<file path="config.mk">
export PLATFORM = sky130hd
export DESIGN_NAME = mem_arbiter
export DESIGN_NICKNAME = d
export VERILOG_FILES = /design/src/rtl/mem_arbiter.sv
export SDC_FILE = /design/constraint.sdc
export NUM_CORES = 1
export LEC_CHECK = 0
export ABC_AREA = 0
export BUFFER_PORTS_ARGS = -buffer_cell sky130_fd_sc_hd__buf_2
export CAP_MARGIN = 20
export CORE_MARGIN = 2
export CORE_UTILIZATION = 40
export CTS_CLUSTER_DIAMETER = 50
export DETAILED_ROUTE_END_ITERATION = 8
export PLACE_DENSITY = 0.78
export SLEW_MARGIN = 10
export SYNTH_ARGS = -nofsm -noshare
export SYNTH_HDL_FRONTEND = slang
export SYNTH_SLANG_ARGS = --single-unit
</file>
<file path="constraint.sdc">
create_clock -name CLK -period 9.35 [get_ports CLK]
set_input_delay 0 -clock CLK [delete_from_list [all_inputs] [get_ports CLK]]
set_output_delay 0 -clock CLK [all_outputs]
set_load 0.01 [all_outputs]
</file>
<file path="src/rtl/mem_arbiter.sv">
// Round-robin arbiter and sequencer for the toggle-EN packet buffer RAM.
// Also runs a zero-fill clear sweep over the whole RAM on request.
module mem_arbiter #(
    parameter int ADDR_W = 9,
    parameter int DATA_W = 32
) (
    input  logic              CLK,
    input  logic              RST,
    input  logic              CLR,
    output logic              BUSY,
    input  logic              A_REQ,
    input  logic              A_WR,
    input  logic [ADDR_W-1:0] A_ADDR,
    input  logic [DATA_W-1:0] A_DIN,
    output logic              A_ACK,
    output logic [DATA_W-1:0] A_DOUT,
    input  logic              B_REQ,
    input  logic              B_WR,
    input  logic [ADDR_W-1:0] B_ADDR,
    input  logic [DATA_W-1:0] B_DIN,
    output logic              B_ACK,
    output logic [DATA_W-1:0] B_DOUT,
    output logic              M_EN,
    output logic              M_WR,
    output logic [ADDR_W-1:0] M_ADDR,
    output logic [DATA_W-1:0] M_DIN,
    input  logic [DATA_W-1:0] M_DOUT
);
    typedef enum logic [2:0] {
        S_IDLE,
        S_ISSUE,
        S_CAPTURE,
        S_RELEASE,
        S_CLEAR
    } state_t;

    state_t              state_q, state_d;
    logic                en_q, en_d;
    logic                wr_q, wr_d;
    logic [ADDR_W-1:0]   addr_q, addr_d;
    logic [DATA_W-1:0]   din_q, din_d;
    logic                ack_a_q, ack_a_d;
    logic                ack_b_q, ack_b_d;
    logic [DATA_W-1:0]   dout_a_q, dout_a_d;
    logic [DATA_W-1:0]   dout_b_q, dout_b_d;
    logic                busy_q, busy_d;
    logic                prio_b_q, prio_b_d;
    logic                sel_b_q, sel_b_d;
    logic [ADDR_W:0]     cnt_q, cnt_d;
    logic                ph_q, ph_d;
    logic                grant_b;

    always_ff @(posedge CLK or posedge RST) begin
        if (RST) begin
            state_q  <= S_IDLE;
            en_q     <= 1'b0;
            wr_q     <= 1'b0;
            addr_q   <= '0;
            din_q    <= '0;
            ack_a_q  <= 1'b0;
            ack_b_q  <= 1'b0;
            dout_a_q <= '0;
            dout_b_q <= '0;
            busy_q   <= 1'b0;
            prio_b_q <= 1'b0;
            sel_b_q  <= 1'b0;
            cnt_q    <= '0;
            ph_q     <= 1'b0;
        end else begin
            state_q  <= state_d;
            en_q     <= en_d;
            wr_q     <= wr_d;
            addr_q   <= addr_d;
            din_q    <= din_d;
            ack_a_q  <= ack_a_d;
            ack_b_q  <= ack_b_d;
            dout_a_q <= dout_a_d;
            dout_b_q <= dout_b_d;
            busy_q   <= busy_d;
            prio_b_q <= prio_b_d;
            sel_b_q  <= sel_b_d;
            cnt_q    <= cnt_d;
            ph_q     <= ph_d;
        end
    end

    always_comb begin
        state_d  = state_q;
        en_d     = en_q;
        wr_d     = wr_q;
        addr_d   = addr_q;
        din_d    = din_q;
        ack_a_d  = 1'b0;
        ack_b_d  = 1'b0;
        dout_a_d = dout_a_q;
        dout_b_d = dout_b_q;
        busy_d   = busy_q | CLR;
        prio_b_d = prio_b_q;
        sel_b_d  = sel_b_q;
        cnt_d    = cnt_q;
        ph_d     = ph_q;
        grant_b  = 1'b0;
        unique case (state_q)
            S_IDLE: begin
                if (CLR || busy_q) begin
                    state_d = S_CLEAR;
                    cnt_d   = '0;
                    ph_d    = 1'b0;
                end else if (A_REQ || B_REQ) begin
                    grant_b  = B_REQ && (!A_REQ || prio_b_q);
                    sel_b_d  = grant_b;
                    prio_b_d = !grant_b;
                    wr_d     = grant_b ? B_WR : A_WR;
                    addr_d   = grant_b ? B_ADDR : A_ADDR;
                    din_d    = grant_b ? B_DIN : A_DIN;
                    en_d     = ~en_q;
                    state_d  = S_ISSUE;
                end
            end
            S_ISSUE: state_d = S_CAPTURE;
            S_CAPTURE: begin
                if (!wr_q) begin
                    if (sel_b_q) dout_b_d = M_DOUT;
                    else dout_a_d = M_DOUT;
                end
                ack_a_d = !sel_b_q;
                ack_b_d = sel_b_q;
                wr_d    = 1'b0;
                state_d = S_RELEASE;
            end
            S_RELEASE: state_d = S_IDLE;
            S_CLEAR: begin
                busy_d = 1'b1;
                if (!ph_q) begin
                    en_d   = ~en_q;
                    wr_d   = 1'b1;
                    din_d  = '0;
                    addr_d = cnt_q[ADDR_W-1:0];
                    cnt_d  = cnt_q + {{ADDR_W{1'b0}}, 1'b1};
                    ph_d   = 1'b1;
                end else begin
                    ph_d = 1'b0;
                    // Top counter bit set: every address has been written.
                    if (cnt_q[ADDR_W]) begin
                        wr_d    = 1'b0;
                        busy_d  = 1'b0;
                        state_d = S_IDLE;
                    end
                end
            end
            default: state_d = S_IDLE;
        endcase
    end

    assign BUSY   = busy_q;
    assign A_ACK  = ack_a_q;
    assign A_DOUT = dout_a_q;
    assign B_ACK  = ack_b_q;
    assign B_DOUT = dout_b_q;
    assign M_EN   = en_q;
    assign M_WR   = wr_q;
    assign M_ADDR = addr_q;
    assign M_DIN  = din_q;
endmodule

</file>
# Word level (Yosys, flattened, before mapping)
# Cells that the tools add are included.
[word_totals]
ff_bits = 126
latch_bits = 0
mem_bits_rw = 0
romBits = 0
inputBits = 121
out_inout_bits = 110
elab_cells = 85
memories = 0
[classes]
n_addsub = 1
multipliers = 0
div_mod_pow = 0
magnitude_cmp = 0
eq_ne = 11
n_shift = 0
n_mux = 36
bitwise = 5
reduce_logical = 18
[ops]
columns = ["cell", "n"]
rows = [
  ["two-way mux 32 bit", 4],
  ["case mux 32 bit (2 select lines)", 1],
  ["two-way mux 9 bit", 4],
  ["two-way mux 10 bit", 2],
  ["case mux 10 bit (2 select lines)", 1],
  ["case mux 9 bit (2 select lines)", 1],
  ["two-way mux 1 bit", 15],
  ["AND reduction 3 bit", 5],
  ["two-way mux 3 bit", 4],
  ["inequality test 2 bit (second input constant)", 6],
  ["case mux 3 bit (4 select lines)", 1],
  ["adder 10 x 1 -> 10 bit (second input constant)", 1],
  ["AND reduction 4 bit", 2],
  ["inequality test 3 bit (second input constant)", 2],
  ["NOT 1 bit", 4],
  ["case mux 1 bit (2 select lines)", 2],
  ["== test 3 x 1 -> 1 bit (second input constant)", 1],
  ["== test 3 x 2 -> 1 bit (second input constant)", 1],
  ["== test 3 bit (second input constant)", 1],
  ["logical NOT 1 bit", 3],
  ["logical NOT 3 bit", 1],
  ["logical OR 1 bit", 3],
  ["case mux 1 bit (3 select lines)", 1],
  ["nonzero test 3 bit", 1],
  ["other kinds (4)", 4],
]

# Logic depth before layout (Yosys ltp)
# Gate-level depths: netlist of run 1.
[logic_depth]
word_depth = 7
ltp_mapped = 7
depth_no_buf = 5

# Least setup slack after synthesis of run 1
# Ideal clock, no wire load.
[synth_timing]
path_type = "reg-to-reg"
from = "register state_q[0]"
to = "register cnt_q[7]"
setup_ps = 79
arrival_time_ps = 1599
t_required_ps = 9271
slack_ps = 7672
stages_incl_launch_ff = 7
path_buffers = 2
period_less_slack_ps = 1678
path_cell_list = "dfrtp_1 buf_6 or4b_4 buf_6 nor2_4 and4_1 mux2i_1"
[synth_between]
elab_chain_len = 3
word_cells_on_any_way = 7
cone_classes = "eq/ne: 3; mux: 1; reduce/logical: 3"
[synth_rtl]
columns = ["element", "line", "text"]
rows = [
  ["from (decl)", "37", "state_t state_q, state_d;"],
  ["from (signal assigned)", "70", "state_q <= state_d;"],
  ["== test 3 bit or logical NOT 3 bit (tied branches)", "103", "unique case (state_q)"],
  ["inequality test 2 bit (no line) or nonzero test 2 bit (tied branches)", "--", ""],
  ["AND reduction 3 bit (no line)", "--", ""],
  ["to (signal assigned)", "82", "cnt_q <= cnt_d;"],
  ["to (decl)", "49", "logic [ADDR_W:0] cnt_q, cnt_d;"],
]
# Parallel ways exist; a longest one is shown, timed or not.
# A chain may end at the register's enable or synchronous reset.

# Worst setup path after layout of run 1
[layout_timing]
from = "register state_q[1]"
to = "register din_q[4], in the netlist M_DIN[4]"
[layout_between]
elab_chain_len = 3
word_cells_on_any_way = 8
cone_classes = "eq/ne: 4; mux: 1; reduce/logical: 3"
[layout_rtl]
columns = ["element", "line", "text"]
rows = [
  ["== test 3 bit or logical NOT 3 bit (tied branches)", "103", ""],
  ["inequality test 2 bit (no line) or nonzero test 2 bit (tied branches)", "--", ""],
  ["AND reduction 4 bit (no line)", "--", ""],
  ["to (signal assigned)", "74", "din_q <= din_d;"],
  ["to (decl)", "41", "logic [DATA_W-1:0] din_q, din_d;"],
]
# Parallel ways exist; a longest one is shown, timed or not.

==> key figures, run 1 <==
Cells and area
  • Ratio of cells with drive above 1 in the final layout: 41.34%
  • Area growth syn-to-layout: 42.86%
  • Fin nets: 883
  • Fillers: 1,126
  • Post-route insts no fill: 954
  • Reg area: 3153 um2
  • Multi-input logic area: 2434 um2
  • # diodes: 0

STA
  • Final hold violations: 0
  • Worst hold margin: 13.94 ps
  • Setup-failing EPs final: 0
  • Clk_skew: 5.725 ps
  • Rel. slew slack: 32.18%
  • Post-route clock period utilization: 29.75%
  • Count of final max-slew check failures: 0
  • Worst-margin pin slew: 1017 ps
  • Setup WS post-layout: 6569 ps
  • Fin Setup TNS: 0 ps
  • Post-route minimum period: 2781 ps
  • Max Clk Rate: 359.6 MHz
  • RSZ-0062 raised after global routing: false

Floorplanning
  • Die height: 124.4 um
  • Initial Utilization: 41.29%
  • Rows: 43
  • Core outline area: 14,040 um2
  • Io pins: 231
  • Die area: 15,470 um2
  • Die Wd: 124.4 um

Clock network
  • Clock Sinks: 126
  • Clock Tree Root: clkbuf_16
  • Hold buffer count at CTS: 56
  • CTS tree: done
  • Post-CTS Setup Repair Bufs: 0
  • CTS resizes: 0
  • Num CTS Buffers: 17
  • Clk Latency, worst-skew pair: 410 ps
  • H-tree depth: 4
  • Clock slew at reported path FFs: 60 ps
  • Clock Path Buffers: 2

Pwr
  • Worst VDD drop: 111.2 uV
  • Leakage power: 0.004400 uW
  • Pwr Density: 162.2 nW/um2

Route
  • Total Wirelength: 16,480 um
  • WL per Instance: 17.28 um
  • Avg Vias per Cell: 5.226
  • Remaining antenna violation count after routing: 0
  • Vias: 4,986
  • Post-route DRC violation count: 0
  • Starting DRC count in detailed routing: 316
  • TritonRoute pass-1 iters: 5

Yosys
  • Unique masters post-synth: 43
  • Synth top area cells: dfrtp_1 (54%), mux2_1 (13%), mux2_2 (5.6%), o21ai_0 (3.6%), a21oi_1 (3.0%)
  • Yosys reg bits: 126
  • Top cells by count, synth: dfrtp_1 (126), mux2_1 (67), o21ai_0 (42)
  • Async S/R FF share, synth: 100.0%
  • Post-Syn Nets: 610
  • Syn Inst Count: 488
  • Cell Area, Synth: 5798 um2
  • Synth warn: 0
  • EDFF count, synth: 0
  • Top cell type's share of synthesized area: 54.38%
  • Avg Cell Area, Syn: 11.88 um2
  • Cell taking the most area after synthesis: dfrtp_1
  • Post-synthesis sequential area ratio: 54.38%
  • Post-synth top flop: dfrtp_1
  • Cell with the most instances after synthesis: dfrtp_1

Setup path
  • R2R Path Start: state_q[1]
  • Worst Path Required: 9650 ps
  • CP arrival: 3080 ps
  • Critical path launch point type: flip-flop
  • Worst Setup SP: state_q[1]
  • Worst setup path category: flip-flop to flip-flop
  • Capture point of the worst reg-to-reg path: M_DIN[4]
  • Reg2Reg Depth: 5
  • Critical Path Fanout Max: 24
  • Worst R2R Setup Slack: 6570 ps
  • Crit. End Element: flip-flop

Flow run
  • Max_cap viols: 0

Global route
  • All-Layer GR Usage: 21.47%
  • Number of global-route vias before repair: 5,122
  • Initial antenna violation count: 0
  • First-pass GRT wire length: 26,520 um
  • Largest net degree at the start of global routing: 79
  • GRT overflow: 0

Worst hold path
  • Worst hold path depth: 4
  • Hold Startpoint: A_DIN[3]
  • Min-delay worst type: input port to flip-flop
  • Hold Path Sink: M_DIN[3]

Placement
  • Pre-CTS setup slack: 7068 ps
  • Final HPWL DP: 10,480 um
  • Port buffer count: 230
  • Routability cong.: 0.8326
  • Placed insts: 865

Run status
  • Status: finished clean
## state kept, by name, indices dropped and copies added, names as in the netlist, 3 cells and up
| register | cells |
|---|---|
| state_q | 3 |
| A_DOUT | 32 |
| M_ADDR | 9 |
| B_DOUT | 32 |
| M_DIN | 32 |
| cnt_q | 10 |
## where the power goes
group	switching (uW)	internal (uW)
logic	40.5	39.7
clock network	259	459
registers	0	545
total	300	1040
## cell usage in the layout (no fill, tap or decap), types with 2 or more instances in the layout
master,n
and3_1,2
a31oi_1,2
xnor2_1,3
clkinvlp_4,2
dlygate4sd3_1,56
o22ai_1,9
inv_1,11
o21ai_0,42
a21oi_1,35
mux2_2,29
inv_6,2
mux2i_1,12
nor3_2,2
a21boi_0,9
nor2b_1,2
buf_2,230
buf_4,5
a31o_2,9
bufinv_16,4
nand2_1,16
or3_1,2
clkinv_4,5
and2_1,2
nand4_1,3
dfrtp_1,126
nor2_1,10
clkbuf_16,17
nand3_1,34
mux2_1,67
nor3_4,2
## cell families after synthesis
kind of cell,Yosys count,share of synthesized area [%]
AO/OA/AOI/OAI,114,11.52
XOR/XNOR,4,0.6043
adder cells (fa/ha/maj),1,0.2158
buffers and inverters,50,4.100
flip-flops,126,54.38
multiplexers,108,20.72
AND/OR/NAND/NOR,85,8.459
## metrics by stage
stage	area [um2]	power [uW]	utilization [%]
6_report	8283	1343	58.99
5_1_grt	8283	1390	58.99
4_1_cts	8255	1352	58.79
3_5_place_dp	7048	615.5	50.19
3_3_place_gp	7048	615.2	50.19
2_1_floorplan	5798	581.0	-
## worst max path at each step
stage / slack, ps / endpoint
after detailed placement: 7070 / B_DOUT[31]
after CTS: 6600 / M_DIN[4]
after floorplan: 5990 / A_ACK
final: 6570 / M_DIN[4]
after global placement: 7110 / B_DOUT[31]
after global routing: 6430 / M_DIN[8]
## critical path, cell delays in order (launching register included)
cell           delay, ps
dfrtp_1              560
nor3b_4              770
buf_4                410
a21oi_1               70
dlygate4sd3_1        560
mux2_1               280
## cell type report
class | instances | share of cell area [%]
Sequential cell | 126 | 38.07
Multi-Input combinational cell | 312 | 29.38
Timing Repair Buffer | 292 | 21.45
Clock buffer | 18 | 5.302
Tap cell | 180 | 2.719
Clock inverter | 14 | 2.508
Inverter | 12 | 0.5740
## routing by layer
layer | part of all wire (%) | track usage [%] | vias up
met2 | 49 | 36.03 | 209
met4 | 2.4 | 7.865 | 0
met3 | 6.5 | 6.400 | 31
met5 | 0 | 0 | -
li1 | - | - | 2315
met1 | 42 | 26.18 | 2431
Power figures use the tool's default switching activity.
==> run 2, diff against run 1 <==
--- a/config.mk
+++ b/config.mk
@@ -5,14 +5,14 @@
 export SDC_FILE = /design/constraint.sdc
 export NUM_CORES = 1
 export LEC_CHECK = 0
-export ABC_AREA = 0
+export ABC_AREA = 1
 export BUFFER_PORTS_ARGS = -buffer_cell sky130_fd_sc_hd__buf_2
 export CAP_MARGIN = 20
 export CORE_MARGIN = 2
 export CORE_UTILIZATION = 40
 export CTS_CLUSTER_DIAMETER = 50
 export DETAILED_ROUTE_END_ITERATION = 8
-export PLACE_DENSITY = 0.78
+export PLACE_DENSITY = 0.81
 export SLEW_MARGIN = 10
 export SYNTH_ARGS = -nofsm -noshare
 export SYNTH_HDL_FRONTEND = slang
==> constraint.sdc (replaced) <==
create_clock -name CLK -period 2.4 [get_ports CLK]
set_input_delay 0 -clock CLK [delete_from_list [all_inputs] [get_ports CLK]]
set_output_delay 0 -clock CLK [all_outputs]
set_load 0.01 [all_outputs]
==> run 2 against run 1 <==
  * Highest routed layer unchanged
  * Combinational power grew to 3.9 times the previous value
  * Non-clock buffer count rose by 51
  * Maximum frequency grew 34%
  * Core utilization rose by 3.4 points
  * Largest cell class unchanged
==> key figures, run 2 <==
Run status
  • Status: finished clean (unchanged)

Route
  • TritonRoute pass-1 iters: 6 (was 5)
  • WL per Instance: 14.21 um (was 17.28 um)
  • Starting DRC count in detailed routing: 467 (was 316)
  • Avg Vias per Cell: 4.833 (was 5.226)
  • Remaining antenna violation count after routing: 0 (unchanged)
  • Post-route DRC violation count: 0 (unchanged)
  • Vias: 5,838 (was 4,986)
  • Total Wirelength: 17,160 um (was 16,480 um)

STA
  • Worst-margin pin slew: 666.0 ps (was 1017 ps)
  • RSZ-0062 raised after global routing: false (unchanged)
  • Final hold violations: 0 (unchanged)
  • Setup-failing EPs final: 0 (unchanged)
  • Max Clk Rate: 480.4 MHz (was 359.6 MHz)
  • Post-route minimum period: 2082 ps (was 2781 ps)
  • Count of final max-slew check failures: 0 (unchanged)
  • Fin Setup TNS: 0 ps (unchanged)
  • Clk_skew: 6.470 ps (was 5.725 ps)
  • Post-route clock period utilization: 86.73% (was 29.75%)
  • Rel. slew slack: 55.60% (was 32.18%)

Clock network
  • Clk Latency, worst-skew pair: 410 ps (about the same)
  • Clock slew at reported path FFs: 60 ps (about the same)
  • H-tree depth: 4 (unchanged)
  • CTS tree: done (unchanged)
  • Clock Tree Root: clkbuf_16 (unchanged)
  • Hold buffer count at CTS: 106 (was 56)
  • Clock Path Buffers: 2 (unchanged)
  • Clock Sinks: 126 (unchanged)
  • Num CTS Buffers: 17 (unchanged)
  • CTS resizes: 0 (unchanged)
  • Post-CTS Setup Repair Bufs: 0 (unchanged)

Yosys
  • Largest family of logic cells by synthesized area: compound AO/OA/AOI/OAI gates (was multiplexers)
  • Post-Syn Nets: 810 (was 610)
  • Top cell type's share of synthesized area: 55.74% (was 54.38%)
  • Mux cell area share after synthesis: 0% (was 20.72%)
  • Async S/R FF share, synth: 100.0% (unchanged)
  • EDFF count, synth: 0 (unchanged)
  • Synth top area cells: dfrtp_1 (56%), nand2_1 (12%), o21ai_0 (10%), inv_1 (6.6%), a21oi_1 (3.5%) (was dfrtp_1 (54%), mux2_1 (13%), mux2_2 (5.6%), o21ai_0 (3.6%), a21oi_1 (3.0%))
  • Synth Area in Compound Gates: 17.21% (was 11.52%)
  • Unique masters post-synth: 24 (was 43)
  • Adder-Cell Fraction of Synth Area: 0.2212% (was 0.2158%)
  • Post-synth top flop: dfrtp_1 (unchanged)
  • Cell Area, Synth: 5657 um2 (was 5798 um2)
  • Yosys reg bits: 126 (unchanged)
  • Cell with the most instances after synthesis: nand2_1 (was dfrtp_1)
  • Avg Cell Area, Syn: 8.222 um2 (was 11.88 um2)
  • Post-synthesis sequential area ratio: 55.74% (was 54.38%)
  • Syn Inst Count: 688 (was 488)
  • Synth warn: 0 (unchanged)
  • Cell taking the most area after synthesis: dfrtp_1 (unchanged)
  • Top cells by count, synth: nand2_1 (182), dfrtp_1 (126), o21ai_0 (117) (was dfrtp_1 (126), mux2_1 (67), o21ai_0 (42))
  • Post-Synth Simple-Gate Area: 16.06% (was 8.459%)
  • XOR/XNOR Fraction of Synth Area: 0.3097% (was 0.6042%)

Cells and area
  • Multi-input logic area: 1914 um2 (was 2434 um2)
  • Area growth syn-to-layout: 52.58% (was 42.86%)
  • Reg area: 3153 um2 (unchanged)
  • Commonest non-fill, non-tap cell in the layout: buf_2 (unchanged)
  • Util after Layout: 62.42% (was 58.99%)
  • Fillers: 1,102 (was 1,126)
  • Ratio of cells with drive above 1 in the final layout: 27.43% (was 41.34%)
  • # diodes: 0 (unchanged)
  • Fin nets: 1,137 (was 883)
  • Commonest cells after routing, fill and taps aside: buf_2 (230), nand2_1 (181), dfrtp_1 (126) (was buf_2 (230), dfrtp_1 (126), mux2_1 (67))

Global route
  • Largest net degree at the start of global routing: 127 (was 79)
  • First-pass GRT wire length: 26,510 um (was 26,520 um)
  • GRT overflow: 0 (unchanged)
  • Number of global-route vias before repair: 5,597 (was 5,122)
  • Initial antenna violation count: 0 (unchanged)
  • All-Layer GR Usage: 22.64% (was 21.47%)

Worst hold path
  • Hold Path Sink: M_ADDR[3] (was M_DIN[3])
  • Hold Startpoint: B_ADDR[3] (was A_DIN[3])
  • Worst hold path depth: 7 (was 4)
  • Min-delay worst type: input port to flip-flop (unchanged)

Setup path
  • CP arrival: 2370 ps (was 3080 ps)
  • Capture point of the worst reg-to-reg path: M_DIN[2] (was M_DIN[4])
  • Reg2Reg Depth: 8 (was 5)
  • Worst Path Required: 2690 ps (was 9650 ps)
  • R2R Path Start: state_q[1] (unchanged)
  • Critical Path Fanout Max: 39 (was 24)
  • Worst setup path category: flip-flop to flip-flop (unchanged)
  • Crit. End Element: flip-flop (unchanged)
  • Critical path launch point type: flip-flop (unchanged)
  • Worst R2R Setup Slack: 320 ps (was 6570 ps)

Placement
  • Port buffer count: 230 (unchanged)
  • Final HPWL DP: 9843 um (was 10,480 um)
  • Routability cong.: 0.8295 (was 0.8326)

Pwr
  • Leakage power: 0.004505 uW (was 0.004400 uW)
  • Pwr Density: 603.5 nW/um2 (was 162.2 nW/um2)
  • Worst VDD drop: 412.1 uV (was 111.2 uV)

Floorplanning
  • Die Wd: 122.9 um (was 124.4 um)
  • Die area: 15,110 um2 (was 15,470 um2)
  • Die height: 122.9 um (was 124.4 um)
  • Core outline area: 13,830 um2 (was 14,040 um2)
  • Rows: 43 (unchanged)
  • Initial Utilization: 40.91% (was 41.29%)
  • Io pins: 231 (unchanged)

Flow run
  • Max_cap viols: 0 (unchanged)
[run 2: cell count changes in the layout (fill, tap and decap cells not counted), sizes merged, moves of 7 or more]
| cell | delta |
|---|---|
| o22ai | -8 |
| nand3 | -16 |
| nand2 | +171 |
| mux2 | -96 |
| inv | +89 |
| dlygate4sd3 | +50 |
| mux2i | -12 |
| o21ai | +106 |
| a21boi | -8 |
| a31o | -9 |
| nor2 | +7 |
[run 2: per-stage QoR]
stage	total power (uW)	worst slack, ps	std cells	hold slack, ps	area (um2)
after floorplan	2250	846.7	688	158.7	5660
after global placement	2372	834.8	1070	248.9	6928
after detailed placement	2374	776.8	1070	254.7	6928
after CTS	5233	444.4	1208	0.6277	8631
after global routing	5376	236.6	1208	47.65	8631
final	5209	318.4	1208	11.10	8631
[run 2: layer usage]
layer / vias to the layer above / wire, um / global-route usage (%)
li1: 2834 / - / -
met1: 2640 / 7109 / 28.47
met2: 332 / 8078 / 36.95
met3: 32 / 1611 / 5.996
met4: 0 / 361 / 9.483
met5: - / 0 / 0
[run 2: logic make-up after synthesis]
| kind of cell | Yosys count |
|---|---|
| adder cells (fa/ha/maj) | 1 |
| AO/OA/AOI/OAI | 192 |
| AND/OR/NAND/NOR | 228 |
| XOR/XNOR | 2 |
| buffers and inverters | 139 |
| flip-flops | 126 |
[run 2: worst max-delay path, stage by stage (launching register included)]
cell,delay [ps]
dfrtp_1,400
inv_1,110
nand3_2,90
inv_2,70
buf_4,390
a21oi_1,100
o21ai_0,120
dlygate4sd3_1,590
o21ai_1,70
[run 2: worst max-delay path by stage]
stage                endpoint        from  slack, ps  cells past startpoint
finish               M_DIN[2]  state_q[1]        320                      8
global route         M_DIN[8]  state_q[1]        240                      8
CTS                  M_DIN[8]  state_q[1]        440                      8
detailed placement  B_DOUT[2]  state_q[2]        780                      6
global placement    M_DIN[22]  state_q[2]        830                      7
floorplan               A_ACK         RST        850                      1
[run 2: cell type report]
cell class	count	share of cell area [%]
timing repair buffer	343	26.67
clock buffer	20	5.291
clock inverter	12	2.146
sequential	126	36.53
tap	180	2.609
inverter	104	4.567
multi-input combinational	423	22.18
[run 2: power by group]
| part | leakage (uW) | switching [uW] | internal [uW] | total [uW] |
|---|---|---|---|---|
| Clock | 0.000299 | 972 | 1800 | 2770 |
| Sequential | 0.00136 | 0 | 2130 | 2130 |
| Combinational | 0.00285 | 144 | 167 | 311 |
| Total | 0.00450 | 1120 | 4090 | 5210 |
